## config.mk

```make
export PLATFORM = sky130hd
export DESIGN_NAME = uart_imem_loader
export DESIGN_NICKNAME = d
export VERILOG_FILES = /design/src/rtl/uart_imem_loader.sv
export SDC_FILE = /design/constraint.sdc
export NUM_CORES = 1
export LEC_CHECK = 0
export BUFFER_PORTS_ARGS = -buffer_cell sky130_fd_sc_hd__buf_2
export CAP_MARGIN = 40
export CORE_MARGIN = 10
export CORE_UTILIZATION = 63
export CTS_BUF_LIST = sky130_fd_sc_hd__clkbuf_8
export CTS_CLUSTER_SIZE = 40
export DETAILED_ROUTE_END_ITERATION = 12
export PLACE_DENSITY = 0.94
export SLEW_MARGIN = 10
export SYNTH_ARGS = -nofsm -noshare
export SYNTH_HDL_FRONTEND = slang
export SYNTH_SLANG_ARGS = --single-unit
```

## constraint.sdc

```tcl
create_clock -name clk -period 3.4 [get_ports clk]
set_input_delay 0.34 -clock clk [delete_from_list [all_inputs] [get_ports clk]]
set_output_delay 0.34 -clock clk [all_outputs]
set_load 0.02 [all_outputs]
```

## src/rtl/uart_imem_loader.sv

```systemverilog
// uart_imem_loader
//
// Receives a program image over the UART RX pin (8N1, LSB first, idle high)
// and writes it word by word into the instruction RAM. Four consecutive
// accepted bytes form one little-endian word: the first byte lands in
// bits [7:0] and the fourth in bits [31:24]. The loader is only active while
// load_imem is high. A rising edge of load_imem starts a new image at word 0.
//
// Ports:
//   clk, reset     system clock (rising edge), synchronous active-high reset
//   load_imem      loader enable; a rising edge restarts the image
//   uart_port_rxd  asynchronous UART RX line
//   imem_wr        one-cycle instruction RAM write strobe
//   imem_addr      word address for the write (wraps)
//   imem_wdata     assembled little-endian word
//   word_cnt       words written since the last load_imem rise (saturating)
//   frame_err      sticky: a stop bit was sampled low
//   busy           RX FSM not in IDLE
//
// Handshake: there is no back-pressure. The RAM must accept imem_wr in the
// cycle it is high. imem_addr and imem_wdata are stable during that cycle.
module uart_imem_loader #(
  parameter int CLKS_PER_BIT    = 868,
  parameter int IMEM_ADDR_WIDTH = 10
) (
  input  logic                       clk,
  input  logic                       reset,
  input  logic                       load_imem,
  input  logic                       uart_port_rxd,
  output logic                       imem_wr,
  output logic [IMEM_ADDR_WIDTH-1:0] imem_addr,
  output logic [31:0]                imem_wdata,
  output logic [IMEM_ADDR_WIDTH:0]   word_cnt,
  output logic                       frame_err,
  output logic                       busy
);

  localparam int CNT_W = $clog2(CLKS_PER_BIT);
  localparam logic [CNT_W-1:0] HALF_LAST = CNT_W'(CLKS_PER_BIT / 2 - 1);
  localparam logic [CNT_W-1:0] BIT_LAST  = CNT_W'(CLKS_PER_BIT - 1);

  typedef enum logic [2:0] {
    S_IDLE,
    S_START,
    S_DATA,
    S_STOP,
    S_WAIT_IDLE
  } rx_state_t;

  rx_state_t         state;
  rx_state_t         next_state;
  logic              rxd_meta;
  logic              rxd_s;
  logic              load_q;
  logic [CNT_W-1:0]  baud_cnt;
  logic [2:0]        bit_idx;
  logic [7:0]        rx_byte;
  logic [1:0]        byte_idx;
  logic              half_done;
  logic              bit_done;
  logic              load_rise;
  logic              byte_ok;
  logic              stop_bad;

  assign busy = (state != S_IDLE);

  // FSM state register
  always_ff @(posedge clk) begin
    if (reset) state <= S_IDLE;
    else       state <= next_state;
  end

  // Next-state logic and per-cycle event decode
  always_comb begin
    next_state = state;
    half_done  = (baud_cnt == HALF_LAST);
    bit_done   = (baud_cnt == BIT_LAST);
    load_rise  = load_imem && !load_q;
    byte_ok    = load_imem && (state == S_STOP) && bit_done && rxd_s;
    stop_bad   = load_imem && (state == S_STOP) && bit_done && !rxd_s;
    case (state)
      S_IDLE:      if (!rxd_s) next_state = S_START;
      // Re-check the start bit in its middle to reject short glitches.
      S_START:     if (half_done) next_state = rxd_s ? S_IDLE : S_DATA;
      S_DATA:      if (bit_done && bit_idx == 3'd7) next_state = S_STOP;
      // Leaving at mid-stop gives half a bit of margin for the next start.
      S_STOP:      if (bit_done) next_state = rxd_s ? S_IDLE : S_WAIT_IDLE;
      // A break (line held low) must not look like a stream of zero bytes.
      S_WAIT_IDLE: if (rxd_s) next_state = S_IDLE;
      default:     next_state = S_IDLE;
    endcase
    if (!load_imem) next_state = S_IDLE;
  end

  // Input synchronizer, bit timing and byte shift register
  always_ff @(posedge clk) begin
    if (reset) begin
      rxd_meta <= 1'b1;
      rxd_s    <= 1'b1;
      load_q   <= 1'b0;
      baud_cnt <= '0;
      bit_idx  <= '0;
      rx_byte  <= '0;
    end else begin
      rxd_meta <= uart_port_rxd;
      rxd_s    <= rxd_meta;
      load_q   <= load_imem;
      case (state)
        S_START:        baud_cnt <= half_done ? '0 : baud_cnt + 1'b1;
        S_DATA, S_STOP: baud_cnt <= bit_done  ? '0 : baud_cnt + 1'b1;
        default:        baud_cnt <= '0;
      endcase
      if (!load_imem) baud_cnt <= '0;
      if (state == S_START && half_done) bit_idx <= '0;
      if (state == S_DATA && bit_done) begin
        rx_byte <= {rxd_s, rx_byte[7:1]};
        bit_idx <= bit_idx + 1'b1;
      end
    end
  end

  // Word assembly, write strobe and status
  always_ff @(posedge clk) begin
    if (reset) begin
      imem_wr    <= 1'b0;
      imem_addr  <= '0;
      imem_wdata <= '0;
      word_cnt   <= '0;
      frame_err  <= 1'b0;
      byte_idx   <= '0;
    end else begin
      imem_wr <= 1'b0;
      // The address advances in the cycle after the strobe, so it holds
      // steady for the whole write cycle.
      if (imem_wr) imem_addr <= imem_addr + 1'b1;
      if (!load_imem) byte_idx <= '0;
      if (load_rise) begin
        imem_addr <= '0;
        byte_idx  <= '0;
        word_cnt  <= '0;
        frame_err <= 1'b0;
      end else begin
        if (stop_bad) frame_err <= 1'b1;
        if (byte_ok) begin
          imem_wdata[8*byte_idx +: 8] <= rx_byte;
          byte_idx                    <= byte_idx + 1'b1;
          if (byte_idx == 2'd3) begin
            imem_wr <= 1'b1;
            if (word_cnt != '1) word_cnt <= word_cnt + 1'b1;
          end
        end
      end
    end
  end

endmodule

```

# After elaboration in Yosys (flattened, before gate mapping)
# Index checks and enable logic that the tools add are counted.
[totals]
input_bits = 4
elab_cells = 76
regBits = 84
[op_classes]
n_bitwise = 3
addsub = 6
mux = 17
shift = 2
n_eq_ne = 15
reduce_logical = 20
[op_table]
columns = ["operator", "count"]
rows = [
  ["negation 5 -> 34 bit", 1],
  ["variable shift 8 x 34 -> 32 bit (first input constant)", 1],
  ["indexed part select 8 x 34 -> 32 bit", 1],
  ["bitwise mux 32 bit", 1],
  ["two-way mux 3 bit", 8],
  ["adder 10 x 1 -> 10 bit (second input constant)", 2],
  ["two-way mux 10 bit", 2],
  ["case mux 10 bit (2 select lines)", 1],
  ["case mux 3 bit (5 select lines)", 1],
  ["adder 11 x 1 -> 11 bit (second input constant)", 1],
  ["!= test 11 bit (second input constant)", 1],
  ["equality test 10 bit (second input constant)", 1],
  ["equality test 10 x 9 -> 1 bit (second input constant)", 1],
  ["!= test 2 bit (second input constant)", 5],
  ["logical AND 1 bit", 8],
  ["equality test 3 x 2 -> 1 bit (second input constant)", 2],
  ["equality test 3 bit (second input constant)", 2],
  ["two-way mux 2 bit", 3],
  ["OR reduction 2 bit", 3],
  ["AND reduction 5 bit", 1],
  ["adder 3 x 1 -> 3 bit (second input constant)", 1],
  ["equality test 3 x 1 -> 1 bit (second input constant)", 1],
  ["zero test 3 bit", 1],
  ["NOT 1 bit", 3],
  ["other kinds (10)", 11],
]

# Depth between registers and ports, before layout
[logic_depth]
depth_word = 6
mapped_depth = 8
mapped_depth_nobuf = 7

# Worst setup path before layout
# Ideal clock, no wire load.
[synth_path]
path_kind = "flip-flop to flip-flop"
startpoint = "reg word_cnt[0]"
endpoint = "reg word_cnt[8]"
required_ns = 3.284
setup_time_ns = 0.116
path_stages_with_launch = 8
slack_ns = 1.535
arrival_ns = 1.749
path_buffers = 1
period_less_slack_ns = 1.865
cell_sequence = "dfxtp_1 -> ha_1 -> and3_1 -> and4_1 -> buf_2 -> nor3_1 -> a211oi_1 -> a31o_1"
[synth_between]
elab_chain_len = 2
[synth_rtl]
columns = ["item", "line_no", "text"]
rows = [
  ["from (decl)", "33", "output logic [IMEM_ADDR_WIDTH:0] word_cnt,"],
  ["from (signal assigned)", "149", "if (word_cnt != '1) word_cnt <= word_cnt + 1'b1;"],
  ["branches (longest 2 deep; another with adder 11 x 1 -> 11 bit)", "n/a", ""],
]
# Several ways; the timed one is not identified.
# A chain may end at the register's enable or synchronous reset.

# Worst setup path after layout
[layout_path]
startpoint = "reg baud_cnt[0]"
endpoint = "reg imem_wdata[27]"
[layout_between]
elab_chain_len = 4
[layout_rtl]
columns = ["item", "line_no", "text"]
rows = [
  ["from (decl)", "55", "logic [CNT_W-1:0] baud_cnt;"],
  ["from (signal assigned)", "109", "S_START: baud_cnt <= half_done ? '0 : baud_cnt + 1'b1;"],
  ["from (signal assigned)", "110", "S_DATA, S_STOP: baud_cnt <= bit_done ? '0 : baud_cnt + 1'b1;"],
  ["equality test 10 bit", "77", "bit_done = (baud_cnt == BIT_LAST);"],
  ["logical AND 1 bit (2 in a row)", "79", "byte_ok = load_imem && (state == S_STOP) && bit_done && rxd_s;"],
  ["AND reduction 2 bit (no line)", "n/a", ""],
  ["to (signal, indexed assignment)", "145", "imem_wdata[8*byte_idx +: 8] <= rx_byte;"],
  ["to (decl)", "32", "output logic [31:0] imem_wdata,"],
]
# Every way passes these cells.

==> impl_metrics.yaml <==
status:
  status: "finished clean"
critical_path:
  r2r_setup_slack_ns: 1.01
  critPathKind: "reg2reg"
  slowest_delay_ns: 0.65
  cp-start-kind: "register"
  worst_path_max_delay_cell: "nor4_4"
  critical_path.top_delay_family: "simple AND/OR/NAND/NOR gates"
  r2r_cells: 6
  worst_r2r_endpoint: "imem_wdata[27]"
  r2r-start: "baud_cnt[0]"
  worst_ep_required_time_ns: 3.67
  critical_path.cell_chain: "ha_1 -> nand4bb_1 -> nor4_4 -> and3_1 -> nand3_1 -> a21oi_1"
  crit_fanout: 14
  endpoint_kind: "register"
  crit_buf_inv: 0
  cp_data_arrival_time_ns: 2.66
synthesis:
  synthCells: 431
  yosysWarnings: 0
  synth_async_sr_flop_share_pct: 0
  synth_edf_count: 0
  synth_nets: 447
  synthDistinctLibCells: 46
  ys_ff_latch: 84
  ys.flop_type: "dfxtp_1"
  ys_seq_area_share_pct: 46.0
  avgSynthCellArea_um2: 8.48
  synthesis.area_um2: 3650
sta:
  slew_headroom_pct: 44.4
  hold_viol_final: 0
  clock-skew-final_ns: 0.0107
  post-route-min-period_ns: 2.39
  fin_crit_sh_pct: 70.3
  setup_viol: 0
  drv_slew: 0
  fmax_mhz: 418
  tns_ns: 0
  worst_pin_slew_ns: 0.832
  rsz0062_at_grt: "false"
pwr:
  p_sw_mw: 0.375
  leakagePower_nw: 1.60
  seq_power_share_pct: 55.7
  power.share.clock_pct: 42.6
  irDropWorstVdd_uv: 307
  swShare_pct: 21.2
  p_per_area_nw_per_um2: 425
  power.total_mw: 1.77
  combPwrFrac_pct: 1.7
  p_int_mw: 1.40
die:
  ios: 60
  start_util_pct: 65.6
  placementRows: 27
  die_h_um: 96.2
  coreArea_um2: 5570
  dieArea_um2: 9250
  die_w_um: 96.2
final_layout:
  syn_to_final_growth_pct: 14.0
  fin_area_um2: 4170
  most-common-layout-cells: "dfxtp_1 (84), nand2_1 (64), buf_2 (59)"
  fin_nets: 500
  drive_gt1_share_pct: 18.0
  n_antenna_cell: 0
  fill_cells: 398
  final_common_cell: "dfxtp_1"
  final_util_pct: 74.8
global_route:
  grt_pass1_vias: 3038
  grt_max_degree: 47
  grt_overflow: 0
  grt_pass1_wl_um: 13900
  antenna_found_initial: 0
  grt_usage_pct: 18.6
clocking:
  clock-sinks: 84
  cts-buffers-inserted: 9
  tritoncts: "built"
  htree_levels: 3
  root_buffer: "clkbuf_8"
  ctsResizeCount: 0
  cts_buffer_depth: 2
  post_cts_buffers: 0
  clk_latency_ns: 0.35
  cts_hold_buffers: 0
  clkTransAtPathRegs_ns: 0.08
drt:
  wl_um: 8570
  viasPerCell: 5.75
  drc: 0
  postRouteAntennaNets: 0
  drt_iter0_markers: 174
  drt_pass1_iterations: 4
  routedWlPerCell_um: 15.3
  vias: 3220
placed_design:
  io_buffers: 59
  dpl.hpwl_um: 6150
  placed_cell_area_um2: 3960
  gp_congestion: 0.902
worst_hold_path:
  holdPathStages: 2
  min_to: "rxd_meta"
  holdCritStartpoint: "uart_port_rxd"
  hold_path_class: "in2reg"
flow_run:
  maxCapViolations: 0
-- flip-flops by register name, summed over array words and instances (netlist names) --
register and flops:
bit_idx 3, load_q 1, rxd_s 1, imem_addr 10, byte_idx 2, imem_wr 1, rx_byte 8, imem_wdata 32
frame_err 1, baud_cnt 10, state 3, word_cnt 11, rxd_meta 1
-- Yosys cell counts (2+ instances only) --
| master | count | area share, % |
|---|---|---|
| nand4bb_1 | 2 | 0.62 |
| a22oi_1 | 2 | 0.41 |
| nor2_1 | 43 | 4.4 |
| dfxtp_1 | 84 | 46 |
| nor3b_1 | 2 | 0.41 |
| mux2i_1 | 3 | 0.82 |
| nand2_1 | 64 | 6.6 |
| or3_1 | 3 | 0.51 |
| a31oi_1 | 2 | 0.34 |
| and4_1 | 3 | 0.72 |
| o21ai_0 | 4 | 0.55 |
| nor4_1 | 2 | 0.34 |
| nand4_1 | 8 | 1.4 |
| buf_4 | 5 | 1.0 |
| o21ai_1 | 3 | 0.41 |
| ha_1 | 12 | 4.1 |
| nor3b_2 | 3 | 1.0 |
| xnor2_1 | 12 | 2.9 |
| nand3_1 | 48 | 6.6 |
| and3_1 | 7 | 1.2 |
| or2_2 | 2 | 0.34 |
| inv_1 | 10 | 1.0 |
| clkbuf_1 | 11 | 1.1 |
| a21oi_1 | 46 | 6.3 |
| xor2_1 | 11 | 2.6 |
| a211oi_1 | 3 | 0.62 |
| buf_2 | 3 | 0.41 |
| and2_1 | 2 | 0.34 |
| nand3_2 | 4 | 1.1 |
| nor3_2 | 2 | 0.55 |
| nor3_1 | 10 | 1.4 |
-- power groups by stage --
| stage | combinational, mW | sequential [mW] | clock [mW] |
|---|---|---|---|
| finish | 0.0304 | 0.988 | 0.755 |
| global route | 0.0340 | 0.988 | 0.792 |
| global placement | 0.0296 | 1.01 | 0 |
| floorplan | 0.0233 | 1.01 | 0 |
| detailed placement | 0.0303 | 1.01 | 0 |
| CTS | 0.0301 | 0.988 | 0.752 |
-- stage by stage --
| stage | hold WS (ns) | std cells | worst slack, ns |
|---|---|---|---|
| global route | 0.175 | 560 | 0.767 |
| floorplan | 0.389 | 431 | 1.54 |
| detailed placement | 0.418 | 545 | 1.06 |
| CTS | 0.172 | 560 | 1.04 |
| global placement | 0.404 | 545 | 1.17 |
| finish | 0.175 | 560 | 1.01 |
-- logic make-up (layout without fill, tap and decap cells) --
group | count (synthesis) | count (layout) | share of synthesized area, %
and+or+nand+nor | 215 | 215 | 30.2
xor gates and xnor gates | 23 | 23 | 5.51
buffers and inverters | 29 | 86 | 3.59
adders and majority gates | 12 | 12 | 4.11
AOI/OAI and AO/OA | 65 | 65 | 9.76
DFF | 84 | 84 | 46.0
muxes | 3 | 3 | 0.822
-- worst register-to-register path, cell delays in order, from the launching register on --
cell	delay, ns
dfxtp_1	0.40
ha_1	0.30
nand4bb_1	0.24
nor4_4	0.65
and3_1	0.43
nand3_1	0.12
a21oi_1	0.17
-- metal layers --
layer  global-route usage [%]  wire length [µm]
met5                        0                 0
met4                     7.49               171
met3                     3.66               474
met1                     21.0              3510
met2                     33.4              4410
-- worst max-delay path by stage --
| stage | depth (start not counted) | slack (ns) | end | start |
|---|---|---|---|---|
| 6_report | 6 | 1.01 | imem_wdata[27] | baud_cnt[0] |
| 4_1_cts | 6 | 1.04 | imem_wdata[27] | baud_cnt[0] |
| 3_5_place_dp | 6 | 1.06 | imem_wdata[21] | baud_cnt[0] |
| 2_1_floorplan | 7 | 1.54 | word_cnt[8] | word_cnt[0] |
| 3_3_place_gp | 5 | 1.17 | imem_wdata[27] | baud_cnt[8] |
| 5_1_grt | 6 | 0.77 | imem_wdata[13] | baud_cnt[0] |
-- cell type report --
type	count	area (µm²)	share of cell area, %
multi-input combinational	318	1840	44.2
timing repair buffer	61	310	7.45
clock inverter	6	82.6	1.98
sequential	84	1680	40.3
tap	72	90.1	2.16
clock buffer	9	124	2.97
inverter	10	37.5	0.901
Note: power is estimated with default switching activity, not from simulation.
